==> config.mk <==
export PLATFORM = sky130hd
export DESIGN_NAME = serial_add_ctrl
export DESIGN_NICKNAME = d
export VERILOG_FILES = /design/src/rtl/serial_arith_pkg.sv /design/src/rtl/bit_FA_df.sv /design/src/rtl/serial_add_ctrl.sv
export SDC_FILE = /design/constraint.sdc
export NUM_CORES = 1
export LEC_CHECK = 0
export ABC_AREA = 1
export ABC_CLOCK_PERIOD_IN_PS = 2400
export CAP_MARGIN = 20
export CORE_UTILIZATION = 56
export DETAILED_ROUTE_END_ITERATION = 10
export PLACE_DENSITY = 0.83
export REMOVE_ABC_BUFFERS = 1
export SYNTH_ARGS = -nofsm -noshare
export SYNTH_HDL_FRONTEND = slang
export SYNTH_SLANG_ARGS = --single-unit
==> constraint.sdc <==
create_clock -name clk -period 2.4 [get_ports clk]
set_input_delay 0.24 -clock clk [delete_from_list [all_inputs] [get_ports clk]]
set_output_delay 0.24 -clock clk [all_outputs]
set_load 0.005 [all_outputs]
==> src/rtl/serial_arith_pkg.sv <==
// Shared definitions for the bit-serial arithmetic controllers.
//   state_t   : controller FSM encoding (IDLE/RUN/DONE)
//   DEF_WIDTH : default operand width
package serial_arith_pkg;

  typedef enum logic [1:0] {
    IDLE = 2'd0,
    RUN  = 2'd1,
    DONE = 2'd2
  } state_t;

  localparam int DEF_WIDTH = 8;

endpackage

==> src/rtl/bit_FA_df.sv <==
// 1-bit full-adder cell, purely combinational.
//   a, b : addend bits
//   ci   : carry in
//   s    : sum bit
//   co   : carry out
module bit_FA_df (
  input  logic a,
  input  logic b,
  input  logic ci,
  output logic s,
  output logic co
);

  assign s  = a ^ b ^ ci;
  assign co = (a & b) | (ci & (a ^ b));

endmodule

==> src/rtl/serial_add_ctrl.sv <==
// Bit-serial add/subtract engine: one full-adder cell walked across WIDTH
// bits, LSB first, one bit per clock.
//   clk, rst_n           : clock, async active-low reset
//   in_valid/in_ready    : request handshake (a, b, sub)
//   a, b                 : two's complement operands
//   sub                  : 0 = a+b, 1 = a-b
//   out_valid/out_ready  : result handshake
//   sum, cout, overflow  : result, carry out of MSB, signed overflow
module serial_add_ctrl
  import serial_arith_pkg::*;
#(
  parameter int WIDTH = DEF_WIDTH
) (
  input  logic             clk,
  input  logic             rst_n,
  input  logic             in_valid,
  output logic             in_ready,
  input  logic [WIDTH-1:0] a,
  input  logic [WIDTH-1:0] b,
  input  logic             sub,
  output logic             out_valid,
  input  logic             out_ready,
  output logic [WIDTH-1:0] sum,
  output logic             cout,
  output logic             overflow
);

  localparam int CW = $clog2(WIDTH);
  localparam logic [CW-1:0] CNT_LAST = CW'(WIDTH - 1);
  localparam logic [CW-1:0] CNT_MSB  = CW'(WIDTH - 2);

  state_t           state, state_d;
  logic [WIDTH-1:0] a_sh, b_sh, res_sh;
  logic             carry, c_msb_in;
  logic [CW-1:0]    cnt;
  logic             fa_s, fa_co;

  bit_FA_df u_fa (
    .a  (a_sh[0]),
    .b  (b_sh[0]),
    .ci (carry),
    .s  (fa_s),
    .co (fa_co)
  );

  assign in_ready  = (state == IDLE);
  assign out_valid = (state == DONE);

  always_comb begin
    state_d = state;
    case (state)
      IDLE:    if (in_valid) state_d = RUN;
      RUN:     if (cnt == CNT_LAST) state_d = DONE;
      DONE:    if (out_ready) state_d = IDLE;
      default: state_d = IDLE;
    endcase
  end

  always_ff @(posedge clk or negedge rst_n) begin
    if (!rst_n) state <= IDLE;
    else        state <= state_d;
  end

  always_ff @(posedge clk or negedge rst_n) begin
    if (!rst_n) begin
      a_sh     <= '0;
      b_sh     <= '0;
      res_sh   <= '0;
      carry    <= 1'b0;
      c_msb_in <= 1'b0;
      cnt      <= '0;
      sum      <= '0;
      cout     <= 1'b0;
      overflow <= 1'b0;
    end else begin
      case (state)
        IDLE: if (in_valid) begin
          // subtract = a + ~b + 1; the +1 rides in as the initial carry
          a_sh  <= a;
          b_sh  <= b ^ {WIDTH{sub}};
          carry <= sub;
          cnt   <= '0;
        end
        RUN: begin
          res_sh <= {fa_s, res_sh[WIDTH-1:1]};
          a_sh   <= a_sh >> 1;
          b_sh   <= b_sh >> 1;
          carry  <= fa_co;
          // carry into the MSB, needed for the signed overflow flag
          if (cnt == CNT_MSB) c_msb_in <= fa_co;
          if (cnt == CNT_LAST) begin
            sum      <= {fa_s, res_sh[WIDTH-1:1]};
            cout     <= fa_co;
            overflow <= c_msb_in ^ fa_co;
          end else begin
            cnt <= cnt + CW'(1);
          end
        end
        default: ;
      endcase
    end
  end

endmodule

==> summary.md <==
| Metric | Value |
|---|---|
| Outcome | finished with violations |
| Failing checks | hold timing |
| First-pass GRT wire length | around 6000 um |
| Root buffer cell | clkbuf_4 |
| Wire length per cell | 10.9 um |
| Max clock buf depth | 2 |
| Hold crit path type | in -> async |
| Htree depth | 2 |
| GRT overflow | 0 |
| Met3 routed WL | between 100 and 150 um |
| Maximum capacitance violations | 0 |
| PnR Total Power | 2.67 mW |
| RSZ-0062 raised after global routing | false |
| Setup Skew | roughly 5.2 ps |
| Syn avg cell area | ~7.9 um2 |
| Final Hold Vio Count | 15 |
| DR vias/cell | a little under 5 |
| Largest net degree at the start of global routing | about 40 |
| Reg2reg path depth | 4 |
| Layout overhead on the synthesized area | 18.6% |
| Met2 WL | 1640 um |
| Post-Route WL | around 3600 um |
| Routed Antenna Nets | 0 |
| Peak VDD IR | 0.000438 V |
| TritonCTS Sinks | 40 |
| CP Class | reg -> out |
| Cts hold-fix bufs | 0 |
| Register Area | 1000 um2 |
| Hold Slack | -5.88 ps |
| Worst reg2reg endpoint | cnt[0] |
| Setup TNS | 0 ps |
| DP Worst Slack | ~720 ps |
| DP Area | ~2300 um2 |
| TritonCTS clock tree | done |
| N_diodes | 0 |
| Fmax | 0.516 GHz |
| Number of I/O port buffers | 32 |
| CP required | about 2200 ps |
| Design area | between 2000 and 2500 um2 |
| First-pass DRT Iterations | 4 |
| CP startpoint | state[0] |
| Initial antenna violation count | 0 |
| Max FO, Critical Path | 15 |
| Period utilization | ~81% |
| Rows | 21 |
| CP endpoint kind | output pin |
| Setup violators final | 0 |
| GRT Util Overall | between 20 and 25% |
| Post-CTS Setup Repair Bufs | 0 |
| Initial core utilization | roughly three fifths |
| Top sig layer | met4 |
| Layout fillers | just over 300 |
| Clock slew at reported path FFs | roughly 120 ps |
| Crit path to | in_ready |
| Sequential share of the synthesized area | around half |
| Slew headroom | 42.3% |
| R2r setup slk | about 690 ps |
| Startpoint Class | flop |
| Fin crit period | 1940 ps |
| Multi-input logic area | roughly 820 um2 |
| Worst Tran Pin Value | just under 900 ps |
| Core Box Area | roughly 3400 um2 |
| # IOs | 33 |
| Mapped Area | around 2000 um2 |
| Count of different cell masters after synthesis | 19 |
| CTS buffer count | 5 |
| Pwr dens | between 1000 and 1500 nW/um2 |
| PostCTS Resize Cnt | 0 |
| Static Leakage | around 1.3 nW |
| Initial drt markers | 68 |
| GP Congestion | 0.813 |
| Layout cells sized above 1 | between 8 and 9% |
| Final worst slack | roughly 460 ps |
| Vias after detailed routing | between 1.5k and 2k |
| Worst skew pair latency | about 350 ps |
| # nets final | 305 |
| Hpwl dp | 2440 um |
| Die area | roughly 3800 um2 |
| WP data arrival | around 1700 ps |
| Critical R2R Launch | state[0] |
| Die Y | roughly 60 um |
| Die Wd | slightly above 60 um |
| DRC Markers | 0 |
| Fin. max-slew vios | 0 |
| Synthesized instance count | 250 |
| Ys Warns | 0 |
| Count of state elements after synthesis | 40 |
| DRT met1 WL | between 1500 and 2000 um |
| Via count of the first global-routing pass | approximately 1.3k |
-- sequential cells by signal, indices dropped and copies added, names as in the netlist --
signal    cells
a_sh          8
res_sh        7
c_msb_in      1
overflow      1
sum           8
cnt           3
cout          1
state         2
carry         1
b_sh          8
-- worst min-delay path by stage --
stage,to,slack (ps)
2_1_floorplan,a_sh[0],-60
3_3_place_gp,c_msb_in,400
3_5_place_dp,sum[0],400
4_1_cts,a_sh[3],20
5_1_grt,overflow,40
6_report,sum[5],-6
-- cell usage after synthesis --
cell	count	area, um2
nand4_1	1	6.26
nor2_2	2	12.5
nand2_2	2	12.5
buf_2	5	25.0
inv_2	2	7.51
nor2_1	3	11.3
o31ai_1	1	7.51
nand2_1	122	458
fa_1	1	20.0
o21ai_0	9	45.0
nand3_1	25	125
dfrtp_1	40	1000
inv_1	20	75.1
buf_4	2	15.0
o21ai_4	1	16.3
o21ai_2	6	52.6
ha_1	3	37.5
buf_6	3	33.8
xor2_1	2	17.5
-- metal layers --
metal  track usage [%]  vias to the layer above
met3              6.30                        8
li1                  -                      830
met5                 0                        -
met2              35.6                       37
met4              7.62                        0
met1              29.0                      714
-- cell type report --
type,instances,share of cell area (%)
sequential,40,42.6
inverter,22,3.52
tap,46,2.45
timing repair buffer,33,13.8
clock buffer,6,2.19
clock inverter,2,0.426
multi-input combinational,178,35.0
-- logic make-up (layout without fill, tap and decap cells) --
kind of cell | Yosys count | after routing | share of synthesized area (%)
flops | 40 | 40 | 50.6
compound gates | 17 | 17 | 6.13
xor+xnor | 2 | 2 | 0.885
buf+inv | 32 | 63 | 7.90
simple gates | 155 | 155 | 31.6
fa+ha+maj | 4 | 4 | 2.91
-- where the power goes --
group,leakage [nW],internal (mW),switching (mW),total (mW)
Combinational,0.709,0.492,0.665,1.16
Sequential,0.513,0.961,0.199,1.16
Clock,0.0380,0.140,0.216,0.356
-- worst max-delay path, stage by stage, from the launching register on --
cell,delay [ps]
dfrtp_1,600
nor2_2,240
clkdlybuf4s50_1,520
-- layout by cell type, fill, tap and decap left out, drive strengths merged --
cell type      instances
nor2                   5
ha                     3
buf                    2
clkbuf                 6
inv                   22
nand2                124
dfrtp                 40
clkinv                 2
clkdlybuf4s50         31
xor2                   2
nand3                 25
fa                     1
o31ai                  1
o21ai                 16
nand4                  1
-- through the flow --
stage	hold WS [ps]	instances	utilization, %
2_1_floorplan	-55.6	240	-
3_3_place_gp	396	319	68.0
3_5_place_dp	400	319	68.0
4_1_cts	19.7	327	69.8
5_1_grt	35.0	327	69.8
6_report	-5.88	327	69.8
Power figures use the tool's default switching activity.
